==> src/rtl/datapath.sv <==
// Multicycle MIPS-style datapath.
// Holds the architectural state (PC, IR, 32x32 register file) and the
// per-cycle holding registers (data, A, B, aluout) that split each
// instruction into fetch/decode/execute/writeback cycles under an external
// controller.
//
// Ports
//   clk         rising-edge clock for all state
//   reset       synchronous, active-high; wins over every write strobe
//   pcen        load PC from pcnext
//   irwrite     load IR from readdata
//   regwrite    write register file (dest rt or rd, data aluout or data)
//   alusrca     ALU A operand: 0 PC, 1 A
//   iord        memory address: 0 PC, 1 aluout
//   memtoreg    register write data: 0 aluout, 1 data
//   regdst      register write address: 0 rt, 1 rd
//   alusrcb     ALU B operand: 00 B, 01 4, 10 signimm, 11 signimm<<2
//   pcsrc       next PC: 00 aluresult, 01 aluout, 10 jump target, 11 aluresult
//   alucontrol  010 add, 110 sub, 000 and, 001 or, 111 slt, others 0
//   readdata    memory read data for the current adr
//   op, funct   opcode and function fields of IR
//   zero        ALU result is zero
//   adr         memory address
//   writedata   store data (B)
module datapath #(
  parameter logic [31:0] RESET_PC = 32'h0000_0000
) (
  input  logic        clk,
  input  logic        reset,
  input  logic        pcen,
  input  logic        irwrite,
  input  logic        regwrite,
  input  logic        alusrca,
  input  logic        iord,
  input  logic        memtoreg,
  input  logic        regdst,
  input  logic [1:0]  alusrcb,
  input  logic [1:0]  pcsrc,
  input  logic [2:0]  alucontrol,
  input  logic [31:0] readdata,
  output logic [5:0]  op,
  output logic [5:0]  funct,
  output logic        zero,
  output logic [31:0] adr,
  output logic [31:0] writedata
);

  logic [31:0] pc_q, pc_d;
  logic [31:0] instr_q, instr_d;
  logic [31:0] data_q, a_q, b_q, aluout_q;
  logic [31:0] rf_q [32];

  logic [4:0]  rs, rt, rd, wa;
  logic [31:0] rd1, rd2, wd;
  logic [31:0] signimm, srca, srcb, aluresult, pcnext;

  assign rs = instr_q[25:21];
  assign rt = instr_q[20:16];
  assign rd = instr_q[15:11];

  // Register 0 is hardwired to zero on the read side; writes to it are
  // also dropped so the storage never holds anything but zero.
  assign rd1 = (rs == 5'd0) ? 32'd0 : rf_q[rs];
  assign rd2 = (rt == 5'd0) ? 32'd0 : rf_q[rt];
  assign wa  = regdst ? rd : rt;
  assign wd  = memtoreg ? data_q : aluout_q;

  assign signimm = {{16{instr_q[15]}}, instr_q[15:0]};
  assign srca    = alusrca ? a_q : pc_q;

  always_comb begin
    srcb = b_q;
    case (alusrcb)
      2'b00:   srcb = b_q;
      2'b01:   srcb = 32'd4;
      2'b10:   srcb = signimm;
      2'b11:   srcb = {signimm[29:0], 2'b00};
      default: srcb = b_q;
    endcase
  end

  always_comb begin
    aluresult = 32'd0;
    case (alucontrol)
      3'b010:  aluresult = srca + srcb;
      3'b110:  aluresult = srca - srcb;
      3'b000:  aluresult = srca & srcb;
      3'b001:  aluresult = srca | srcb;
      3'b111:  aluresult = {31'd0, ($signed(srca) < $signed(srcb))};
      default: aluresult = 32'd0;
    endcase
  end

  always_comb begin
    pcnext = aluresult;
    case (pcsrc)
      2'b00:   pcnext = aluresult;
      2'b01:   pcnext = aluout_q;
      2'b10:   pcnext = {pc_q[31:28], instr_q[25:0], 2'b00};
      default: pcnext = aluresult;
    endcase
  end

  assign pc_d    = pcen    ? pcnext   : pc_q;
  assign instr_d = irwrite ? readdata : instr_q;

  always_ff @(posedge clk) begin
    if (reset) begin
      pc_q     <= RESET_PC;
      instr_q  <= 32'd0;
      data_q   <= 32'd0;
      a_q      <= 32'd0;
      b_q      <= 32'd0;
      aluout_q <= 32'd0;
    end else begin
      pc_q     <= pc_d;
      instr_q  <= instr_d;
      data_q   <= readdata;
      a_q      <= rd1;
      b_q      <= rd2;
      aluout_q <= aluresult;
    end
  end

  // Reads above are combinational from the pre-edge contents, so a read of
  // the register being written returns the old value this cycle.
  always_ff @(posedge clk) begin
    if (reset) begin
      for (int i = 0; i < 32; i++) rf_q[i] <= 32'd0;
    end else if (regwrite && (wa != 5'd0)) begin
      rf_q[wa] <= wd;
    end
  end

  assign op        = instr_q[31:26];
  assign funct     = instr_q[5:0];
  assign zero      = (aluresult == 32'd0);
  assign adr       = iord ? aluout_q : pc_q;
  assign writedata = b_q;

endmodule

==> config.mk <==
export PLATFORM = sky130hd
export DESIGN_NAME = datapath
export DESIGN_NICKNAME = d
export VERILOG_FILES = /design/src/rtl/datapath.sv
export SDC_FILE = /design/constraint.sdc
export NUM_CORES = 2
export LEC_CHECK = 0
export BUFFER_PORTS_ARGS = -buffer_cell sky130_fd_sc_hd__buf_2
export CELL_PAD_IN_SITES_DETAIL_PLACEMENT = 1
export CELL_PAD_IN_SITES_GLOBAL_PLACEMENT = 2
export CORE_ASPECT_RATIO = 0.7
export CORE_MARGIN = 2
export CORE_UTILIZATION = 50
export CTS_BUF_LIST = sky130_fd_sc_hd__clkbuf_4
export CTS_CLUSTER_SIZE = 25
export DETAILED_ROUTE_END_ITERATION = 7
export GPL_TIMING_DRIVEN = 0
export PLACE_DENSITY = 0.95
export SLEW_MARGIN = 20
export SYNTH_ARGS = -nofsm -noshare
export SYNTH_HDL_FRONTEND = slang
export SYNTH_SLANG_ARGS = --single-unit
==> constraint.sdc <==
create_clock -name clk -period 8.5 [get_ports clk]
set_clock_uncertainty 0.05 [all_clocks]
set_input_delay 0.85 -clock clk [delete_from_list [all_inputs] [get_ports clk]]
set_output_delay 0.85 -clock clk [all_outputs]
set_load 0.1 [all_outputs]
==> impl_metrics.env <==
export IMPL_fin_nets=5658
export IMPL_p_per_area_nw_per_um2=208.0
export IMPL_p_switching_mw=4.981
export IMPL_synthesis_area_um2=63990
export IMPL_cts_sinks=1216
export IMPL_synth_edf_count=1024
export IMPL_async_reset_ff_frac=0
export IMPL_grt_max_degree=33
export IMPL_clk_pin_slew_ns=0.07
export IMPL_worst_slew_margin_rel=-0.005286
export IMPL_drtIter0Drc=10790
export IMPL_die_area_um2=130900
export IMPL_worstReg2RegStart="instr_q[12]"
export IMPL_drv_slew=1
export IMPL_hp_start="pcen"
export IMPL_hold_path_cell_count=4
export IMPL_syn_to_final_growth_pct=12.89
export IMPL_overflow=0
export IMPL_fin_hold_ws_ns=0.1093
export IMPL_firstDrtPassIters=7
export IMPL_tightest_slew_ns=1.495
export IMPL_avgSynthCellArea_um2=12.92
export IMPL_hold_end="pc_q[28]"
export IMPL_violations="max-capacitance violations, max-slew violations, negative setup slack"
export IMPL_dp_cells=6809
export IMPL_fin_cells=7373
export IMPL_peakVddDrop_mv=0.1422
export IMPL_p_int_mw=10.04
export IMPL_synth_area_leaders="edfxtp_1 48%, mux4_2 17%, nor2_1 7.0%, dfxtp_1 6.0%, mux2i_1 3.8%"
export IMPL_sw_frac_of_total=0.3315
export IMPL_timing_fmax_ghz=0.1152
export IMPL_grt_setup_unrepaired="no"
export IMPL_finalWirelength_mm=303.4
export IMPL_die_h_um=303.3
export IMPL_power_total_mw=15.02
export IMPL_pin_count=125
export IMPL_seqPwrFrac=0.459
export IMPL_combPwrFrac=0.202
export IMPL_track_usage=0.4584
export IMPL_grt_pass1_wl_mm=409.0
export IMPL_synth_cell_types=85
export IMPL_fin_area_um2=72240
export IMPL_setup_viol=1
export IMPL_num_rows=109
export IMPL_leakagePower_nw=25.29
export IMPL_fillers=12790
export IMPL_vias_per_cell=7.325
export IMPL_cts_made_buffers=316
export IMPL_rrSetupSlack_ns=2.44
export IMPL_hold_viol=0
export IMPL_dpl_cell_area_um2=68100
export IMPL_ys_warn_count=0
export IMPL_antenna_found_initial=27
export IMPL_clockBufferDepth=4
export IMPL_gp_congestion=1.041
export IMPL_final_antenna_net_count=0
export IMPL_die_w_um=431.6
export IMPL_cap_violations=1
export IMPL_clockPowerShare=0.339
export IMPL_r2r_end="pc_q[31]"
export IMPL_critical_path_max_fanout=10
export IMPL_ff2ff_path_depth=14
export IMPL_status="finished with violations"
export IMPL_required_ns=7.60
export IMPL_synth_largest_area_cell="edfxtp_1"
export IMPL_clock_latency_ns=1.33
export IMPL_period_needed_ns=8.679
export IMPL_hold_path_class="in2reg"
export IMPL_crit_arrival_ns=7.78
export IMPL_criticalPathCategory="in2out"
export IMPL_yosys_register_bits=1216
export IMPL_synth_cells=4953
export IMPL_root_buffer="clkbuf_4"
export IMPL_fin_crit_sh=1.021
export IMPL_drive_gt1_frac=0.2598
export IMPL_grt_pass1_vias=52290
export IMPL_yosys_area_top_type_share=0.4805
export IMPL_final_util=0.5708
export IMPL_ys_seq_area_frac=0.5406
export IMPL_drc=0
export IMPL_io_buffers=117
export IMPL_worstSetupEndpointType="primary output"
export IMPL_start_util=0.5056
export IMPL_worst_slack_ns=-0.1791
export IMPL_hpwl_mm=229.6
export IMPL_wl_per_cell_um=41.14
export IMPL_final_setup_tns_ns=-0.1791
export IMPL_start_kind="input pin"
export IMPL_num_vias=54010
export IMPL_ys_flop_type="edfxtp_1"
export IMPL_tritoncts="yes"
export IMPL_core_um2=126600
export IMPL_htreeDepth=5
export IMPL_pre_cts_ws_ns=-0.1949
-- final cells by class --
cell class                 count  area (µm²)  area share
clock buffer                 441        3311     0.04583
sequential                  1216       34590      0.4789
antenna                       16       40.04   0.0005542
clock inverter                73       334.1    0.004624
buffer                       494        2096     0.02901
multi-input combinational   3171       27450      0.3800
timing repair buffer         195        1948     0.02697
inverter                     102       382.9    0.005300
tap                         1665        2083     0.02884
-- how the worst max path moves through the flow --
stage / from / to / slack, ns / depth (start not counted)
floorplan: alusrca / zero / 1.95 / 17
global placement: alusrcb[1] / zero / -0.14 / 18
detailed placement: alusrcb[1] / zero / -0.19 / 18
CTS: instr_q[15] / zero / 0.02 / 19
global route: alusrcb[1] / zero / 0.03 / 18
finish: alusrcb[1] / zero / -0.18 / 17
-- cell usage in the layout (no fill, tap or decap), drive strengths merged, types with 107 or more instances in the layout --
| cell | Yosys | layout |
|---|---|---|
| a21oi | 118 | 118 |
| buf | 111 | 266 |
| clkbuf | 384 | 831 |
| dfxtp | 192 | 192 |
| edfxtp | 1024 | 1024 |
| ha | 112 | 112 |
| inv | 101 | 107 |
| mux2 | 150 | 150 |
| mux2i | 246 | 246 |
| mux4 | 480 | 480 |
| nand2 | 134 | 134 |
| nor2 | 1201 | 1201 |
-- cells by family (layout without fill, tap and decap cells) --
kind of cell | after synthesis | after routing | synth area share
other | 1 | 48 | 0.00005860
AOI/OAI and AO/OA | 587 | 587 | 0.06547
adders and majority gates | 114 | 114 | 0.02253
xor gates and xnor gates | 27 | 27 | 0.003696
muxes | 876 | 876 | 0.2338
and+or+nand+nor | 1535 | 1535 | 0.09765
DFF | 1216 | 1216 | 0.5406
buffers and inverters | 597 | 1305 | 0.03617
-- synth_stat cells, types with 45 or more instances --
library cell     n
a21oi_1        116
o22ai_1         69
o21ai_0         47
mux2i_1        246
edfxtp_1      1024
nor2b_1         45
nor2_1        1201
dfxtp_1        192
buf_1           83
ha_1           112
mux2_2         150
clkbuf_1       384
mux4_2         480
inv_1          100
a221oi_1        51
nand2_1        134
-- timing repair --
action,in CTS,in global routing
cloned,0,0
resized for setup,3,15
setup endpoints to repair,1,1
hold buffers,33,0
buffers inserted,0,0
hold endpoints to repair,64,0
-- metal layers --
layer	wire [µm]	track usage	up-vias
met1	110400	0.6196	27240
met3	58500	0.2515	1211
met4	19700	0.2473	33
li1	-	-	19860
met2	114200	0.5818	5664
met5	565	0	-
-- worst max-delay path, stage by stage --
cell       delay [ns]
buf_2            0.13
nor2_2           0.55
clkbuf_1         0.67
a22o_1           0.35
ha_1             0.31
inv_2            0.14
a21oi_1          0.47
a21boi_0         1.21
nor2_1           0.44
o2111ai_1        0.44
a221o_1          0.26
nand3_2          0.17
nand4b_1         0.22
or4_1            0.62
nor4b_1          0.29
and4b_1          0.28
clkbuf_4         0.35
-- flip-flops by register name, indices dropped and copies added (netlist names) --
name	flops
a_q	32
writedata	32
aluout_q	32
rf_q	1024
data_q	32
pc_q	32
instr_q	32
-- power by group through the flow --
stage	clock network, mW	logic (mW)	registers [mW]
2_1_floorplan	0	1.56	7.02
3_3_place_gp	0	2.69	6.99
3_5_place_dp	0	2.81	7.01
4_1_cts	4.98	2.84	6.88
5_1_grt	5.27	3.03	6.90
6_report	5.10	3.04	6.89
No activity file was read; power rests on OpenSTA's default activity.
